<file path="config.mk">
export PLATFORM = sky130hd
export DESIGN_NAME = cic_rate_ctrl
export DESIGN_NICKNAME = d
export VERILOG_FILES = /design/src/rtl/cic_rate_ctrl.sv
export SDC_FILE = /design/constraint.sdc
export NUM_CORES = 1
export LEC_CHECK = 0
export ABC_AREA = 1
export CORE_UTILIZATION = 47
export DETAILED_ROUTE_END_ITERATION = 12
export PLACE_DENSITY = 0.93
export SETUP_SLACK_MARGIN = 0.05
export SYNTH_ARGS = -nofsm -noshare
export SYNTH_HDL_FRONTEND = slang
export SYNTH_SLANG_ARGS = --single-unit
</file>
<file path="constraint.sdc">
create_clock -name clk -period 2.15 [get_ports clk]
set_input_delay 0.43 -clock clk [delete_from_list [all_inputs] [get_ports clk]]
set_output_delay 0.43 -clock clk [all_outputs]
set_load 0.01 [all_outputs]
</file>
<file path="src/rtl/cic_rate_ctrl.sv">
// cic_rate_ctrl
//
// Sequencer that owns the rate port of a variable-rate CIC decimator and
// changes the decimation ratio without corrupting the output stream. A rate
// change stalls the sample source, waits for the decimator pipeline to empty,
// issues the new rate, then hides the transient output samples that follow.
// Only valid/ready are gated; sample data bypasses this block.
//
// Ports:
//   clk, reset_n        clock and synchronous active-low reset
//   s_axis_cfg_*        rate request from the configuration master
//   in_tvalid/in_tready sample handshake with the source (tready is the stall)
//   cic_in_tvalid       qualified sample valid into the decimator
//   m_axis_rate_*       rate word and load strobe into the decimator
//   cic_out_tvalid      decimator output valid
//   out_tvalid          output valid to downstream, transients suppressed
//   busy                high in every state except RUN
//   cur_rate            rate currently programmed
//   cfg_err             one-cycle pulse after an out-of-range request

module cic_rate_ctrl #(
  parameter int unsigned RATE_DW        = 32,
  parameter int unsigned CIC_R          = 10,
  parameter int unsigned CIC_N          = 7,
  parameter int unsigned FLUSH_CYCLES   = 8,
  parameter int unsigned SETTLE_SAMPLES = CIC_N
) (
  input  logic               clk,
  input  logic               reset_n,
  input  logic [RATE_DW-1:0] s_axis_cfg_tdata,
  input  logic               s_axis_cfg_tvalid,
  output logic               s_axis_cfg_tready,
  input  logic               in_tvalid,
  output logic               in_tready,
  output logic               cic_in_tvalid,
  output logic [RATE_DW-1:0] m_axis_rate_tdata,
  output logic               m_axis_rate_tvalid,
  input  logic               cic_out_tvalid,
  output logic               out_tvalid,
  output logic               busy,
  output logic [RATE_DW-1:0] cur_rate,
  output logic               cfg_err
);

  localparam int unsigned FlushW  = (FLUSH_CYCLES > 1) ? $clog2(FLUSH_CYCLES + 1) : 1;
  localparam int unsigned SettleW = (SETTLE_SAMPLES > 1) ? $clog2(SETTLE_SAMPLES + 1) : 1;

  localparam logic [FlushW-1:0]  FlushLast  = FlushW'(FLUSH_CYCLES - 1);
  localparam logic [SettleW-1:0] SettleLast = SettleW'(SETTLE_SAMPLES - 1);
  localparam logic [RATE_DW-1:0] RateMax    = RATE_DW'(CIC_R);

  typedef enum logic [2:0] {
    StInit,
    StLoad,
    StSettle,
    StRun,
    StDrain
  } state_e;

  state_e               state_q;
  logic [RATE_DW-1:0]   rate_q;
  logic [FlushW-1:0]    drain_cnt_q;
  logic [SettleW-1:0]   settle_cnt_q;
  logic                 cfg_err_q;

  logic cfg_hs;
  logic rate_ok;
  logic rate_same;

  assign cfg_hs    = s_axis_cfg_tvalid && (state_q == StRun) && reset_n;
  assign rate_ok   = (s_axis_cfg_tdata != '0) && (s_axis_cfg_tdata <= RateMax);
  assign rate_same = (s_axis_cfg_tdata == rate_q);

  always_ff @(posedge clk) begin
    if (!reset_n) begin
      state_q      <= StInit;
      rate_q       <= RateMax;
      drain_cnt_q  <= '0;
      settle_cnt_q <= '0;
      cfg_err_q    <= 1'b0;
    end else begin
      cfg_err_q <= 1'b0;
      unique case (state_q)
        // Always load once out of reset: the decimator's scale factor resets to 0.
        StInit: state_q <= StLoad;
        StLoad: begin
          settle_cnt_q <= '0;
          state_q      <= StSettle;
        end
        StSettle: begin
          if (SETTLE_SAMPLES == 0) begin
            state_q <= StRun;
          end else if (cic_out_tvalid) begin
            settle_cnt_q <= settle_cnt_q + 1'b1;
            if (settle_cnt_q == SettleLast) begin
              state_q <= StRun;
            end
          end
        end
        StRun: begin
          if (cfg_hs) begin
            if (!rate_ok) begin
              cfg_err_q <= 1'b1;
            end else if (!rate_same) begin
              rate_q      <= s_axis_cfg_tdata;
              drain_cnt_q <= '0;
              state_q     <= StDrain;
            end
          end
        end
        StDrain: begin
          drain_cnt_q <= drain_cnt_q + 1'b1;
          if (drain_cnt_q == FlushLast) begin
            state_q <= StLoad;
          end
        end
        default: state_q <= StInit;
      endcase
    end
  end

  // Handshake outputs are also forced low while reset is held, so they read
  // as idle even before the first reset edge has been seen.
  always_comb begin
    s_axis_cfg_tready  = reset_n && (state_q == StRun);
    in_tready          = reset_n && ((state_q == StSettle) || (state_q == StRun));
    cic_in_tvalid      = in_tvalid && in_tready;
    m_axis_rate_tvalid = reset_n && (state_q == StLoad);
    // Old-rate samples still in flight during DRAIN are genuine and are passed.
    out_tvalid         = reset_n && cic_out_tvalid &&
                         ((state_q == StRun) || (state_q == StDrain));
    busy               = !reset_n || (state_q != StRun);
    cfg_err            = reset_n && cfg_err_q;
  end

  assign cur_rate          = rate_q;
  assign m_axis_rate_tdata = rate_q;

endmodule

</file>
==> results.tsv, run 1 <==
stage	metric	value	unit
sta	Clock Skew	4.09	ps
clocking	Root Driver	clkbuf_8	
routing	via count	2624	
finish	most common cell after layout, fill and taps aside	clkdlybuf4s50_1	
global_route	initial antenna violation count	0	
floorplan	die height	76.5	µm
synth	async set-reset flop share out of synthesis	0	%
placement	dpl cell area	3610	µm²
routing	drt wl/cell	12.4	µm
synth	simple-gate area share of the yosys netlist	31.8	%
finish	layout cells sized above 1	8.58	%
pwr	Flop pwr share	48.4	%
clocking	clock sinks	43	
synth	Synth Instances	388	
sta	post-route clock period utilization	89.9	%
global_route	largest net degree at the start of global routing	26	
pwr	pwr dens	478	nW/µm²
finish	Finished Core Util	70.5	%
placement	Routability Congestion	0.844	
routing	Remaining DRCs	0	
finish	diodes inserted	0	
global_route	vias in the first global route	2509	
synth	multiplexer area fraction after synthesis	0	%
routing	final WL	6790	µm
sta	WHS	467	ps
worst_setup_path	worst-path cell chain	nor2_1 -> nand2_1 -> inv_1 -> nor2_1 -> nor2_1 -> dlygate4sd2_1	
synth	post-synthesis sequential area ratio	33.0	%
synth	synth warn	0	
placement	pre-CTS setup slack	-61.0	ps
clocking	cts hold-fix bufs	0	
synth	largest family of logic cells by synthesized area	simple AND/OR/NAND/NOR gates	
global_route	grt ovf	0	
clocking	CTS H-tree depth	2	
worst_setup_path	Worst Setup Start Kind	flip-flop	
pwr	Net Sw Power	0.529	mW
pwr	Power Total	1.76	mW
finish	most frequent cells in the layout	clkdlybuf4s50_1, nand2_1, inv_1	
worst_setup_path	kind of critical path	reg2out	
worst_setup_path	max incr delay on CP	430	ps
synth	post-synth cell types	34	
clocking	clock-pin slew on the worst setup and hold paths	80	ps
synth	mapped cell area	2610	µm²
pwr	leakage	1.76	nW
sta	Final TNS setup	0	ps
synth	EDFF count, synth	0	
outcome	outcome	complete, no violations	
worst_setup_path	CP most frequent cell	nor2_1	
pwr	switching portion of total power	30.0	%
placement	I/O Buffers	107	
sta	Tmin final	1930	ps
clocking	worst skew pair latency	290	ps
sta	Worst-Margin Slew	256	ps
pwr	Comb pwr share	23.6	%
synth	net count after synthesis	428	
worst_setup_path	crit end category	output pin	
finish	synthesis-to-layout area growth	41.7	%
routing	DRT Pass-1 Iters	4	
worst_hold_path	HP Class	reg2reg	
worst_setup_path	Max FO, Critical Path	5	
clocking	CTS max path bufs	2	
synth	compound-cell area share of the yosys netlist	5.09	%
synth	synthesized flop and latch total	43	
pwr	cell-internal power	1.24	mW
worst_setup_path	Worst EP arrival	1500	ps
floorplan	Core Box Area	5240	µm²
sta	RSZ-0062 raised after global routing	false	
floorplan	Initial Utilization	49.8	%
routing	number of DRC markers in iteration 0	124	
synth	XOR/XNOR Fraction of Synth Area	7.39	%
worst_setup_path	WP buf/inv	2	
floorplan	Rows	26	
worst_setup_path	CP top delay family	flip-flops	
worst_setup_path	Req. time, crit path	1720	ps
finish	non-filler instance count after layout	548	
worst_setup_path	Crit-path slowest cell	dfxtp_1	
sta	slew margin rel.	83.0	%
placement	dpl hpwl	5380	µm
global_route	global-route wire length before repair	11200	µm
global_route	GRT Util Overall	24.0	%
pwr	peak supply drop	0.000365	V
sta	Max Fclk	0.518	GHz
floorplan	die width	76.5	µm
sta	Final setup viols	0	
routing	Antenna Nets Post-Route	0	
synth	Mean Syn Cell Area	6.72	µm²
routing	Via density	4.79	
floorplan	Top Ports	108	
synth	Post-Synth Adder-Cell Area	1.44	%
finish	fin nets	517	
pwr	power share of the clock group	28.0	%
placement	placed cells	540	
finish	fin area	3690	µm²
floorplan	Die ar.	5850	µm²
sta	Slew Limit Fails	0	
sta	Setup WS post-layout	218	ps
sta	final hold violation count	0	
flow_run	Max Cap Viol	0	
synth	Main synth FF type	dfxtp_1	
clocking	TritonCTS clock tree	done	
clocking	total CTS buffers	5	
Yosys cell counts (4+ instances only):
master | count | share of area, %
a21oi_1 | 14 | 2.7
buf_2 | 4 | 0.77
buf_4 | 32 | 9.2
dfxtp_1 | 43 | 33
inv_1 | 64 | 9.2
nand2_1 | 87 | 13
nand3_1 | 39 | 7.5
nand4_1 | 5 | 1.2
nor2_1 | 41 | 5.9
o21ai_0 | 4 | 0.77
xnor2_1 | 21 | 7.1
repair_timing:
| action | CTS | global route |
|---|---|---|
| gates resized for setup | 10 | 2 |
| buffers inserted | 0 | 0 |
| hold endpoints to repair | 0 | 0 |
| setup endpoints to repair | 7 | 2 |
final cells by class:
type / count / area, µm²
clock inverter: 1 / 5.00
clock buffer: 7 / 76.3
sequential: 43 / 862
inverter: 68 / 256
multi-input combinational: 237 / 1200
fill: 451 / 1540
timing repair buffer: 122 / 1200
tap: 70 / 87.6
final timing paths:
| path | from | to | slack [ps] | cells after the start |
|---|---|---|---|---|
| hold reg to reg | settle_cnt_q[0] | settle_cnt_q[0] | 470 | 1 |
| hold / removal | settle_cnt_q[0] | settle_cnt_q[0] | 470 | 1 |
| setup / recovery | state_q[1] | out_tvalid | 220 | 6 |
| setup reg to reg | cur_rate[8] | cur_rate[20] | 530 | 10 |
state kept, by name, summed over array words and instances (netlist names):
register	count
state_q	3
cfg_err_q	1
settle_cnt_q	3
drain_cnt_q	4
cur_rate	32
power groups by stage:
stage / Clock [mW] / Combinational [mW] / Sequential (mW)
after detailed placement: 0 / 0.424 / 0.868
after floorplan: 0 / 0.238 / 0.863
after global placement: 0 / 0.408 / 0.865
final: 0.494 / 0.417 / 0.854
after global routing: 0.537 / 0.471 / 0.860
after CTS: 0.501 / 0.419 / 0.852
routing by layer:
metal | part of all wire (%) | track usage, % | up-vias
met4 | 2.8 | 11.5 | 0
li1 | - | - | 1331
met5 | 0 | 0 | -
met2 | 50 | 42.1 | 103
met3 | 5.5 | 4.07 | 19
met1 | 42 | 28.1 | 1171
logic make-up after synthesis:
family / count (synthesis)
compound gates: 23
xor+xnor: 22
fa+ha+maj: 3
buf+inv: 108
flops: 43
simple gates: 189
Note: power is estimated with default switching activity, not from simulation.
==> inputs of run 2 (changes only) <==
--- a/config.mk
+++ b/config.mk
@@ -6,9 +6,11 @@
 export NUM_CORES = 1
 export LEC_CHECK = 0
 export ABC_AREA = 1
-export CORE_UTILIZATION = 47
+export CORE_MARGIN = 1
+export CORE_UTILIZATION = 48
+export CTS_BUF_LIST = sky130_fd_sc_hd__clkbuf_4
 export DETAILED_ROUTE_END_ITERATION = 12
-export PLACE_DENSITY = 0.93
+export PLACE_DENSITY = 0.94
 export SETUP_SLACK_MARGIN = 0.05
 export SYNTH_ARGS = -nofsm -noshare
 export SYNTH_HDL_FRONTEND = slang
==> run 2 against run 1 <==
  * Worst hold slack improved by 22 ps
  * Global-route usage rose by 0.77 points
  * Sequential power grew 0.5%
  * Via count grew 0.38%
  * Routed wire length increased by 1.5%
  * Register-to-register slack hardly changed
  * Final cell count fell by 0.73%
  * Utilization decreased by 0.49 points
  * Critical path type unchanged
==> results.tsv, run 2 (synthesis results as in run 1) <==
stage	metric	value	unit	change
outcome	outcome	complete, no violations		
finish	diodes inserted	0		unchanged
sta	Worst-Margin Slew	258	ps	+2.00 ps
clocking	total CTS buffers	5		unchanged
worst_setup_path	CP most frequent cell	nor2_1		
finish	area of the multi-input gates	1200	µm²	-0.21%
worst_setup_path	Crit-path slowest cell	dfxtp_1		
floorplan	die width	75.7	µm	-1.0%
finish	# fillers	432		-4.2%
floorplan	Initial Utilization	50.4	%	+0.63 points
worst_setup_path	Max FO, Critical Path	7		+2
finish	synthesis-to-layout area growth	38.9	%	
clocking	clock sinks	43		unchanged
worst_hold_path	hold_sp	drain_cnt_q[3]		
sta	Final setup viols	0		unchanged
placement	I/O Buffers	107		unchanged
pwr	Power Total	1.69	mW	-4.2%
sta	Max Fclk	0.501	GHz	-3.1%
placement	placed cells	536		-0.74%
global_route	global-route wire length before repair	10700	µm	-4.7%
placement	Routability Congestion	0.864		+2.3%
pwr	pwr dens	466	nW/µm²	-2.4%
worst_setup_path	kind of critical path	reg2out		
sta	Tmin final	1990	ps	+62.2 ps
clocking	CTS H-tree depth	2		unchanged
worst_setup_path	r2r startpoint	cur_rate[25]		
worst_setup_path	Critical Path Start	state_q[2]		
floorplan	die height	75.7	µm	-1.0%
routing	Remaining DRCs	0		unchanged
routing	DRT Pass-1 Iters	4		unchanged
floorplan	Rows	26		unchanged
worst_hold_path	HP Class	reg2reg		
sta	final hold violation count	0		unchanged
worst_setup_path	crit end category	output pin		
finish	sequential cell area	863	µm²	+0.15%
sta	slew margin rel.	82.7	%	-0.29 points
pwr	leakage	1.72	nW	-2.4%
routing	drt wl/cell	12.7	µm	+2.2%
clocking	TritonCTS clock tree	done		
finish	fin nets	513		-0.77%
finish	most common cell after layout, fill and taps aside	clkdlybuf4s50_1		
finish	most frequent cells in the layout	clkdlybuf4s50_1, nand2_1, inv_1		
flow_run	Max Cap Viol	0		unchanged
sta	post-route clock period utilization	92.8	%	+2.9 points
worst_setup_path	max incr delay on CP	420	ps	about the same
sta	WHS	490	ps	+22.3 ps
routing	Antenna Nets Post-Route	0		unchanged
sta	RSZ-0062 raised after global routing	false		
sta	Clock Skew	15.9	ps	+11.8 ps
global_route	GRT Util Overall	24.7	%	+0.77 points
sta	Slew Limit Fails	0		unchanged
global_route	vias in the first global route	2449		-2.4%
worst_setup_path	Req. time, crit path	1720	ps	about the same
routing	number of DRC markers in iteration 0	154		+24%
global_route	largest net degree at the start of global routing	26		unchanged
worst_setup_path	Worst EP arrival	1560	ps	+60 ps
clocking	clock-pin slew on the worst setup and hold paths	130	ps	+50 ps
sta	Final TNS setup	0	ps	unchanged
routing	final WL	6890	µm	+1.5%
pwr	peak supply drop	0.000406	V	+11%
worst_setup_path	worst-path cell chain	inv_1 -> nand3_2 -> inv_2 -> nor2_1 -> nor2_1 -> dlygate4sd2_1		
placement	dpl hpwl	5560	µm	+3.4%
clocking	cts hold-fix bufs	0		unchanged
floorplan	Top Ports	108		unchanged
finish	Finished Core Util	70.0	%	-0.49 points
worst_setup_path	Worst Setup Start Kind	flip-flop		
clocking	Root Driver	clkbuf_4		
clocking	worst skew pair latency	350	ps	+60 ps
routing	Via density	4.84		+1.1%
floorplan	Core Box Area	5170	µm²	-1.2%
finish	non-filler instance count after layout	544		-0.73%
finish	layout cells sized above 1	8.02	%	-0.56 points
routing	via count	2634		+0.38%
global_route	grt ovf	0		unchanged
finish	max FFs per register	32		unchanged
floorplan	Die ar.	5730	µm²	-2.0%
global_route	initial antenna violation count	0		unchanged
clocking	CTS max path bufs	2		unchanged
## run 2: worst paths after layout
path | to | cells after the start | slack (ps)
worst max-delay path | out_tvalid | 6 | 160
worst min-delay path | drain_cnt_q[3] | 2 | 490
worst max register to register | state_q[0] | 11 | 540
worst min register to register | drain_cnt_q[3] | 2 | 490
## run 2: layout make-up
cell class | count | share of cell area [%]
tap | 70 | 2.42
sequential | 43 | 23.8
clock buffer | 7 | 1.45
multi-input combinational | 237 | 33.1
clock inverter | 1 | 0.138
inverter | 68 | 7.08
timing repair buffer | 118 | 32.0
## run 2: worst max-delay path: cells and delay by family (launching register included)
kind,cells,cell delay [ps]
AND/OR/NAND/NOR,3,320
flip-flops,1,420
buffers and inverters,3,480
## run 2: through the flow
step	cell area, µm²	setup WS (ps)
finish	3620	156
global route	3620	53.8
CTS	3620	179
detailed placement	3560	-77.2
global placement	3560	-60.3
floorplan	2610	478
## run 2: metal layers
metal,GRT usage (%),part of all wire [%],vias up
met2,45.5,51,92
met5,0,0,-
met1,29.3,42,1206
met4,8.02,1.8,0
li1,-,-,1325
met3,3.84,5.0,11
## run 2: power breakdown
group	internal (mW)	switching, mW
clock network	0.153	0.260
registers	0.825	0.0327
logic	0.179	0.239
## run 2: what timing repair did
item,in CTS,in global routing
endpoints found under the hold margin,0,0
buffers inserted,0,0
resized for setup,11,0
endpoints found under the setup margin,7,0
